--- src/rtl/alu_iter_pkg.sv ---
// Shared opcode and state definitions for the handshaked iterative ALU.
package alu_iter_pkg;

  typedef enum logic [3:0] {
    ADD = 4'h0,
    AND = 4'h1,
    OR0 = 4'h2,
    XOR = 4'h3,
    BNE = 4'h4,
    SLL = 4'h5,
    SRL = 4'h6,
    SRA = 4'h7,
    ROL = 4'h8
  } op_mne;

  typedef enum logic [1:0] {IDLE, SHIFT, DONE} alu_state_e;

  function automatic logic is_legal(input logic [3:0] op);
    return op <= 4'h8;
  endfunction

  function automatic logic is_shift(input logic [3:0] op);
    return (op == SLL) || (op == SRL) || (op == SRA) || (op == ROL);
  endfunction

endpackage

--- src/rtl/alu_shift_step.sv ---
// One-bit shift/rotate of a WIDTH-bit value; also reports the bit that left the word.
module alu_shift_step
  import alu_iter_pkg::*;
#(
  parameter int WIDTH = 8
) (
  input  op_mne              op,
  input  logic [WIDTH-1:0]   din,
  output logic [WIDTH-1:0]   dout,
  output logic               bit_out
);

  always_comb begin
    dout    = din;
    bit_out = 1'b0;
    case (op)
      SLL: begin
        dout    = {din[WIDTH-2:0], 1'b0};
        bit_out = din[WIDTH-1];
      end
      SRL: begin
        dout    = {1'b0, din[WIDTH-1:1]};
        bit_out = din[0];
      end
      SRA: begin
        dout    = {din[WIDTH-1], din[WIDTH-1:1]};
        bit_out = din[0];
      end
      ROL: begin
        dout    = {din[WIDTH-2:0], din[WIDTH-1]};
        bit_out = din[WIDTH-1];
      end
      default: ;
    endcase
  end

endmodule

--- src/rtl/alu_iter.sv ---
// Handshaked ALU: 1-cycle logic/arith ops, shifts either single-cycle (FAST_SHIFT)
// or iterated one bit per cycle through alu_shift_step.
module alu_iter
  import alu_iter_pkg::*;
#(
  parameter int WIDTH      = 8,
  parameter bit FAST_SHIFT = 1'b0
) (
  input  logic             Clk,
  input  logic             Reset_n,
  input  logic             InValid,
  output logic             InReady,
  input  logic [WIDTH-1:0] InputA,
  input  logic [WIDTH-1:0] InputB,
  input  logic [3:0]       OP,
  output logic             OutValid,
  input  logic             OutReady,
  output logic [WIDTH-1:0] Out,
  output logic             Zero,
  output logic             Parity,
  output logic             Carry,
  output logic             Illegal
);

  localparam int CNT_W = $clog2(WIDTH + 1);
  localparam logic [WIDTH-1:0] WIDTH_V = WIDTH'(WIDTH);
  localparam logic [CNT_W-1:0] WIDTH_C = CNT_W'(WIDTH);

  alu_state_e       state_reg;
  op_mne            op_reg;
  logic [WIDTH-1:0] work_reg;
  logic [CNT_W-1:0] cnt_reg;
  logic [WIDTH-1:0] out_reg;
  logic             zero_reg, parity_reg, carry_reg, illegal_reg;

  logic             accept, go_iter, load_result;
  logic [WIDTH-1:0] rol_mod;
  logic [CNT_W-1:0] amount;
  logic [WIDTH:0]   sum_w, dif_w, sll_w, srl_w, sra_w;
  logic [WIDTH-1:0] rol_v;
  logic [WIDTH-1:0] imm_val, step_val, fin_val;
  logic             imm_carry, step_bit, fin_carry, fin_illegal;

  assign InReady = Reset_n & ((state_reg == IDLE) | ((state_reg == DONE) & OutReady));
  assign accept  = InValid & InReady;

  // Linear shifts clamp at WIDTH; rotate wraps modulo WIDTH.
  always_comb begin
    rol_mod = InputB % WIDTH_V;
    if (OP == ROL)             amount = rol_mod[CNT_W-1:0];
    else if (InputB > WIDTH_V) amount = WIDTH_C;
    else                       amount = InputB[CNT_W-1:0];
  end

  assign go_iter = !FAST_SHIFT && is_shift(OP) && (amount != '0);

  always_comb begin
    sum_w     = {1'b0, InputA} + {1'b0, InputB};
    dif_w     = {1'b0, InputA} - {1'b0, InputB};
    sll_w     = {1'b0, InputA} << amount;
    srl_w     = {InputA, 1'b0} >> amount;
    sra_w     = $unsigned($signed({InputA, 1'b0}) >>> amount);
    rol_v     = (InputA << amount) | (InputA >> (WIDTH_C - amount));
    imm_val   = '0;
    imm_carry = 1'b0;
    case (OP)
      ADD: {imm_carry, imm_val} = sum_w;
      AND: imm_val = InputA & InputB;
      OR0: imm_val = InputA | InputB;
      XOR: imm_val = InputA ^ InputB;
      BNE: {imm_carry, imm_val} = dif_w;
      SLL: {imm_carry, imm_val} = sll_w;
      SRL: {imm_val, imm_carry} = srl_w;
      SRA: {imm_val, imm_carry} = sra_w;
      ROL: begin
        imm_val   = rol_v;
        imm_carry = (amount != '0) & rol_v[0];
      end
      default: ;
    endcase
    // In iterative mode only a zero-amount shift completes here: result is A untouched.
    if (!FAST_SHIFT && is_shift(OP)) begin
      imm_val   = InputA;
      imm_carry = 1'b0;
    end
  end

  alu_shift_step #(.WIDTH(WIDTH)) u_step (
    .op      (op_reg),
    .din     (work_reg),
    .dout    (step_val),
    .bit_out (step_bit)
  );

  always_comb begin
    if (state_reg == SHIFT) begin
      fin_val     = step_val;
      fin_carry   = step_bit;
      fin_illegal = 1'b0;
      load_result = (cnt_reg == CNT_W'(1));
    end else begin
      fin_val     = imm_val;
      fin_carry   = imm_carry;
      fin_illegal = !is_legal(OP);
      load_result = accept & !go_iter;
    end
  end

  always_ff @(posedge Clk or negedge Reset_n) begin
    if (!Reset_n) begin
      state_reg   <= IDLE;
      op_reg      <= ADD;
      work_reg    <= '0;
      cnt_reg     <= '0;
      out_reg     <= '0;
      zero_reg    <= 1'b0;
      parity_reg  <= 1'b0;
      carry_reg   <= 1'b0;
      illegal_reg <= 1'b0;
    end else begin
      case (state_reg)
        IDLE, DONE: begin
          if (accept) begin
            if (go_iter) begin
              state_reg <= SHIFT;
              work_reg  <= InputA;
              cnt_reg   <= amount;
              op_reg    <= op_mne'(OP);
            end else begin
              state_reg <= DONE;
            end
          end else if (state_reg == DONE && OutReady) begin
            state_reg <= IDLE;
          end
        end
        SHIFT: begin
          work_reg <= step_val;
          cnt_reg  <= cnt_reg - CNT_W'(1);
          if (cnt_reg == CNT_W'(1)) state_reg <= DONE;
        end
        default: state_reg <= IDLE;
      endcase
      if (load_result) begin
        out_reg     <= fin_val;
        zero_reg    <= ~|fin_val;
        parity_reg  <= ^fin_val;
        carry_reg   <= fin_carry;
        illegal_reg <= fin_illegal;
      end
    end
  end

  assign OutValid = (state_reg == DONE);
  assign Out      = out_reg;
  assign Zero     = zero_reg;
  assign Parity   = parity_reg;
  assign Carry    = carry_reg;
  assign Illegal  = illegal_reg;

endmodule

--- config.mk ---
export PLATFORM = sky130hd
export DESIGN_NAME = alu_iter
export DESIGN_NICKNAME = d
export VERILOG_FILES = /design/src/rtl/alu_iter_pkg.sv /design/src/rtl/alu_shift_step.sv /design/src/rtl/alu_iter.sv
export SDC_FILE = /design/constraint.sdc
export NUM_CORES = 1
export LEC_CHECK = 0
export ABC_CLOCK_PERIOD_IN_PS = 3850
export CAP_MARGIN = 20
export CORE_ASPECT_RATIO = 0.9
export CORE_UTILIZATION = 62
export DETAILED_ROUTE_END_ITERATION = 16
export MAX_ROUTING_LAYER = met4
export PLACE_DENSITY = 0.86
export SLEW_MARGIN = 20
export SYNTH_ARGS = -nofsm -noshare
export SYNTH_HDL_FRONTEND = slang
export SYNTH_HIERARCHICAL = 1
export SYNTH_SLANG_ARGS = --single-unit
--- constraint.sdc ---
create_clock -name Clk -period 3.85 [get_ports Clk]
set_input_delay 0.5775 -clock Clk [delete_from_list [all_inputs] [get_ports Clk]]
set_output_delay 0.5775 -clock Clk [all_outputs]
set_load 0.01 [all_outputs]
# After elaboration in Yosys (flattened, before gate mapping)
# Index checks and enable logic that the tools add are counted.
# totals
register_bits,30
in_bits,24
output_inout_bits,14
word_cells,92
# op_classes
n_addsub,4
magnitude_cmp,2
eq_ne,19
shift,5
mux,23
bitwise,10
n_reduce_logical,20
# op_table
operator,count
case mux 8 bit (9 select lines),1
two-way mux 8 bit,4
case mux 8 bit (4 select lines),1
equality test 4 x 3 -> 1 bit (second input constant),7
two-way mux 4 bit,4
OR 8 bit,2
case mux 8 bit (2 select lines),1
adder 8 x 8 -> 9 bit,1
left shift 8 x 4 -> 9 bit,1
>> shifter 9 x 4 -> 9 bit,1
>>> shifter 9 x 4 -> 9 bit,1
subtractor 8 x 8 -> 9 bit,1
AND 8 bit,1
equality test 4 x 1 -> 1 bit (second input constant),2
equality test 4 x 2 -> 1 bit (second input constant),2
equality test 4 bit (second input constant),2
greater-than comparator 8 x 4 -> 1 bit (second input constant),1
two-way mux 2 bit,4
case mux 4 bit (2 select lines),1
OR reduction 8 bit,1
XOR reduction 8 bit,1
left shift 8 x 4 -> 8 bit,1
>> shifter 8 x 4 -> 8 bit,1
XOR 8 bit,1
other kinds (24),40

# Depth between registers and ports, before layout
# logic_depth
word_depth,11
ltp_mapped,15
mapped_depth_nobuf,15

# Hierarchy
# Netlist, hierarchy kept.
# modules_own_cells
module,n_inst,cells_each,area_per_inst_um2,seq_area_each_um2
alu_iter,1,460,3465.8,750.7
alu_shift_step,1,28,246.5,0.0

# Worst setup path before layout
# OpenSTA, ideal clock, no wires.
# synth_timing
path_kind,input to register
startpoint,input InputA[0]
endpoint,register parity_reg (netlist: Parity)
setup_time_ns,0.138
arrival_ns,3.205
setup_slack_ns,0.506
path_stages,15
n_path_buf,0
path_cell_list,inv_1 -> ha_1 -> inv_1 -> fa_1 -> nor2b_1 -> o21ai_0 -> a21oi_1 -> nor2_1 -> mux2_2 -> o31ai_1 -> and2_1 -> ha_1 -> xnor2_1 -> xnor2_1 -> o21ai_0
# synth_between
elab_chain_len,6
word_cells_on_any_way,15
cone_classes,2 x add/sub; 5 x shift; 3 x mux; 4 x bitwise; 1 x reduce/logical
# synth_rtl
item,line_no,text
from (decl),alu_iter.sv:13,"input logic [WIDTH-1:0] InputA,"
branches (longest 3 deep; another with subtractor 8 x 8 -> 9 bit),n/a,
two-way mux 8 bit (*),alu_iter.sv:82,if (!FAST_SHIFT && is_shift(OP)) begin
two-way mux 8 bit (*),alu_iter.sv:96,if (state_reg == SHIFT) begin
XOR reduction 8 bit (*),alu_iter.sv:146,parity_reg <= ^fin_val;
to (signal assigned),alu_iter.sv:146,
to (decl),alu_iter.sv:34,"logic zero_reg, parity_reg, carry_reg, illegal_reg;"
# Every way passes the cells marked *.
# A chain may end at the register's enable or synchronous reset.

# Worst setup path after layout
# Ends and elaborated chain as after synthesis.

==> run_results.csv <==
group,metric,value,unit
drt,wl_per_cell,20.4,um
final_layout,layout_commonest_cell,"buf_4",
global_route,use_met3,0.108,
job,drv_cap,0,
global_route,grt-busiest-layer,"met2",
timing,max_freq,270,MHz
logic_synthesis,syn_nets,544,
logic_synthesis,synthArstFlopShare,1.00,
clock_tree,htree_levels,2,
drt,drt_wl_total,12800,um
final_layout,diodes,0,
power,irDropWorstVdd,0.489,mV
logic_synthesis,synth-edff-count,0,
global_route,gr-total-overflow,0,
clock_tree,clk_latency,0.29,ns
drt,vias,4357,
floorplanning,die_area,6300,um2
global_route,grt_antenna_before_repair,0,
timing,skew,0.00396,ns
worst_setup_path,crit_fanout,3,
logic_synthesis,synth_warnings,6,
worst_setup_path,crit_path_start_kind,"input port",
logic_synthesis,syn_area_per_cell,7.61,um2
placed_design,place_congestion,1.08,
logic_synthesis,synth_cell_types,79,
global_route,grt_pass1_wl,19700,um
global_route,grt_use_total,0.413,
timing,drv_slew,0,
timing,finalSetupTns,0,ns
clock_tree,cts_buffers,5,
drt,via_per_inst,6.93,
power,power,2.01,mW
floorplanning,fp-row-count,26,
drt,dr.pass1.iters,7,
global_route,met1_usage,0.549,
final_layout,final_nets,614,
timing,period_share,0.962,
worst_setup_path,end_kind,"flip-flop",
floorplanning,initial_core_util,0.648,
final_layout,area_growth,23.4,%
final_layout,drive_above_1_share,0.163,
worst_setup_path,worstPathRequired,4.02,ns
global_route,grtUsageMet2,0.616,
drt,first_iter_violations,634,
floorplanning,core,5730,um2
run_status,status,"complete, no violations",
logic_synthesis,ys.flop_type,"dfrtp_1",
placed_design,numPortBuffers,37,
clock_tree,cts_tree,"done",
logic_synthesis,synth_cells,488,
clock_tree,clk_path_buf_depth,2,
clock_tree,clk_pin_slew,0.07,ns
timing,whs,0.491,ns
worst_setup_path,critical_path_class,"input port to flip-flop",
timing,rsz0062_at_grt,"no",
timing,relSlewSlack,0.517,
drt,detail-route-antenna-nets,0,
placed_design,hpwl,9880,um
drt,drc,0,
worst_setup_path,arrival,3.87,ns
global_route,first_global_vias,3865,
timing,hold_viol,0,
timing,setup_viol,0,
power,power_density,438,nW/um2
logic_synthesis,synth_area,3710,um2
worst_hold_path,hp-class,"flip-flop to flip-flop",
global_route,grt_max_degree,31,
floorplanning,io_pins,38,
logic_synthesis,ys_ff_latch,30,
power,p_leak,2.00,nW
floorplanning,die_y,75.4,um
timing,fin_crit,3.70,ns
floorplanning,die_x,83.6,um
clock_tree,cts_root_buf,"clkbuf_8",
clock_tree,cts.sinks,30,
timing,worstMarginPinSlew,0.716,ns
logic_synthesis,yosysSeqAreaShare,0.202,
final_layout,final_cell_mix,"buf_4, nand2_1, o21ai_0",
## layout make-up
class	instances	area, um2
fillers	414	1140
well taps	70	87.6
flip-flops and latches	30	751
clock buffers	5	68.8
inverters	29	109
clock inverters	3	40.0
repair buffers	89	761
multi-input cells	403	2760
## per-layer routing
layer | vias up | share of wire
met3 | 63 | 0.13
met5 | - | 0
li1 | 1942 | -
met1 | 1995 | 0.41
met2 | 357 | 0.42
met4 | 0 | 0.032
## cells by family after synthesis
group	count (synthesis)	synth area share
buffers and inverters	55	0.0607
xor gates and xnor gates	7	0.0165
DFF	30	0.202
AOI/OAI and AO/OA	172	0.319
adders and majority gates	32	0.112
muxes	12	0.0334
and+or+nand+nor	180	0.256
## cell usage after synthesis (8+ instances only)
cell / count / share of area
a21oi_1: 37 / 0.050
and2_1: 10 / 0.017
buf_2: 9 / 0.012
clkbuf_1: 13 / 0.013
dfrtp_1: 30 / 0.20
ha_1: 30 / 0.10
inv_1: 29 / 0.029
mux2i_1: 9 / 0.024
nand2_1: 51 / 0.052
nand3_1: 8 / 0.011
nor2_1: 40 / 0.040
nor2b_1: 9 / 0.015
nor3_1: 11 / 0.015
o21ai_0: 42 / 0.057
## final timing paths
path | from | end | slack, ns | cells past startpoint
max | InputA[0] | Parity | 0.15 | 15
min | Zero | Zero | 0.49 | 2
max reg2reg | op_reg[0] | Parity | 0.77 | 11
min reg2reg | Zero | Zero | 0.49 | 2
max in group asynchronous | Reset_n | Carry | 2.76 | 2
min in group asynchronous | Reset_n | op_reg[3] | 0.79 | 2
## power breakdown
| part | total (mW) | switching, mW | internal (mW) |
|---|---|---|---|
| clock network | 0.316 | 0.126 | 0.190 |
| logic | 1.10 | 0.584 | 0.518 |
| registers | 0.590 | 0.137 | 0.453 |
## worst max-delay path, stage by stage
cell and delay, ns:
clkdlybuf4s50_1 0.48, inv_1 0.06, ha_1 0.21, inv_1 0.07, fa_1 0.19, nor2b_4 0.20, o21ai_2 0.08, a311o_1 0.38
o2bb2ai_1 0.14, or4b_1 0.60, a21oi_2 0.19, ha_1 0.26, xnor2_1 0.18, xnor2_1 0.15, o21ai_0 0.10
## repair_timing
action / 4_1_cts / 5_1_grt
setup buffers: 0 / 0
endpoints found under the setup margin: 1 / 1
pin swaps: 0 / 1
gates resized for setup: 2 / 5
hold buffers: 0 / 0
gates cloned: 0 / 0
## metrics by stage
stage,utilization,cells,setup WS [ns],area [um2]
after global routing,0.800,629,0.0272,4580
after CTS,0.796,629,0.0291,4560
final,0.800,629,0.147,4580
after floorplan,-,488,0.506,3710
after global placement,0.776,621,-0.133,4440
after detailed placement,0.776,621,-0.332,4440
Note: power is estimated with default switching activity, not from simulation.
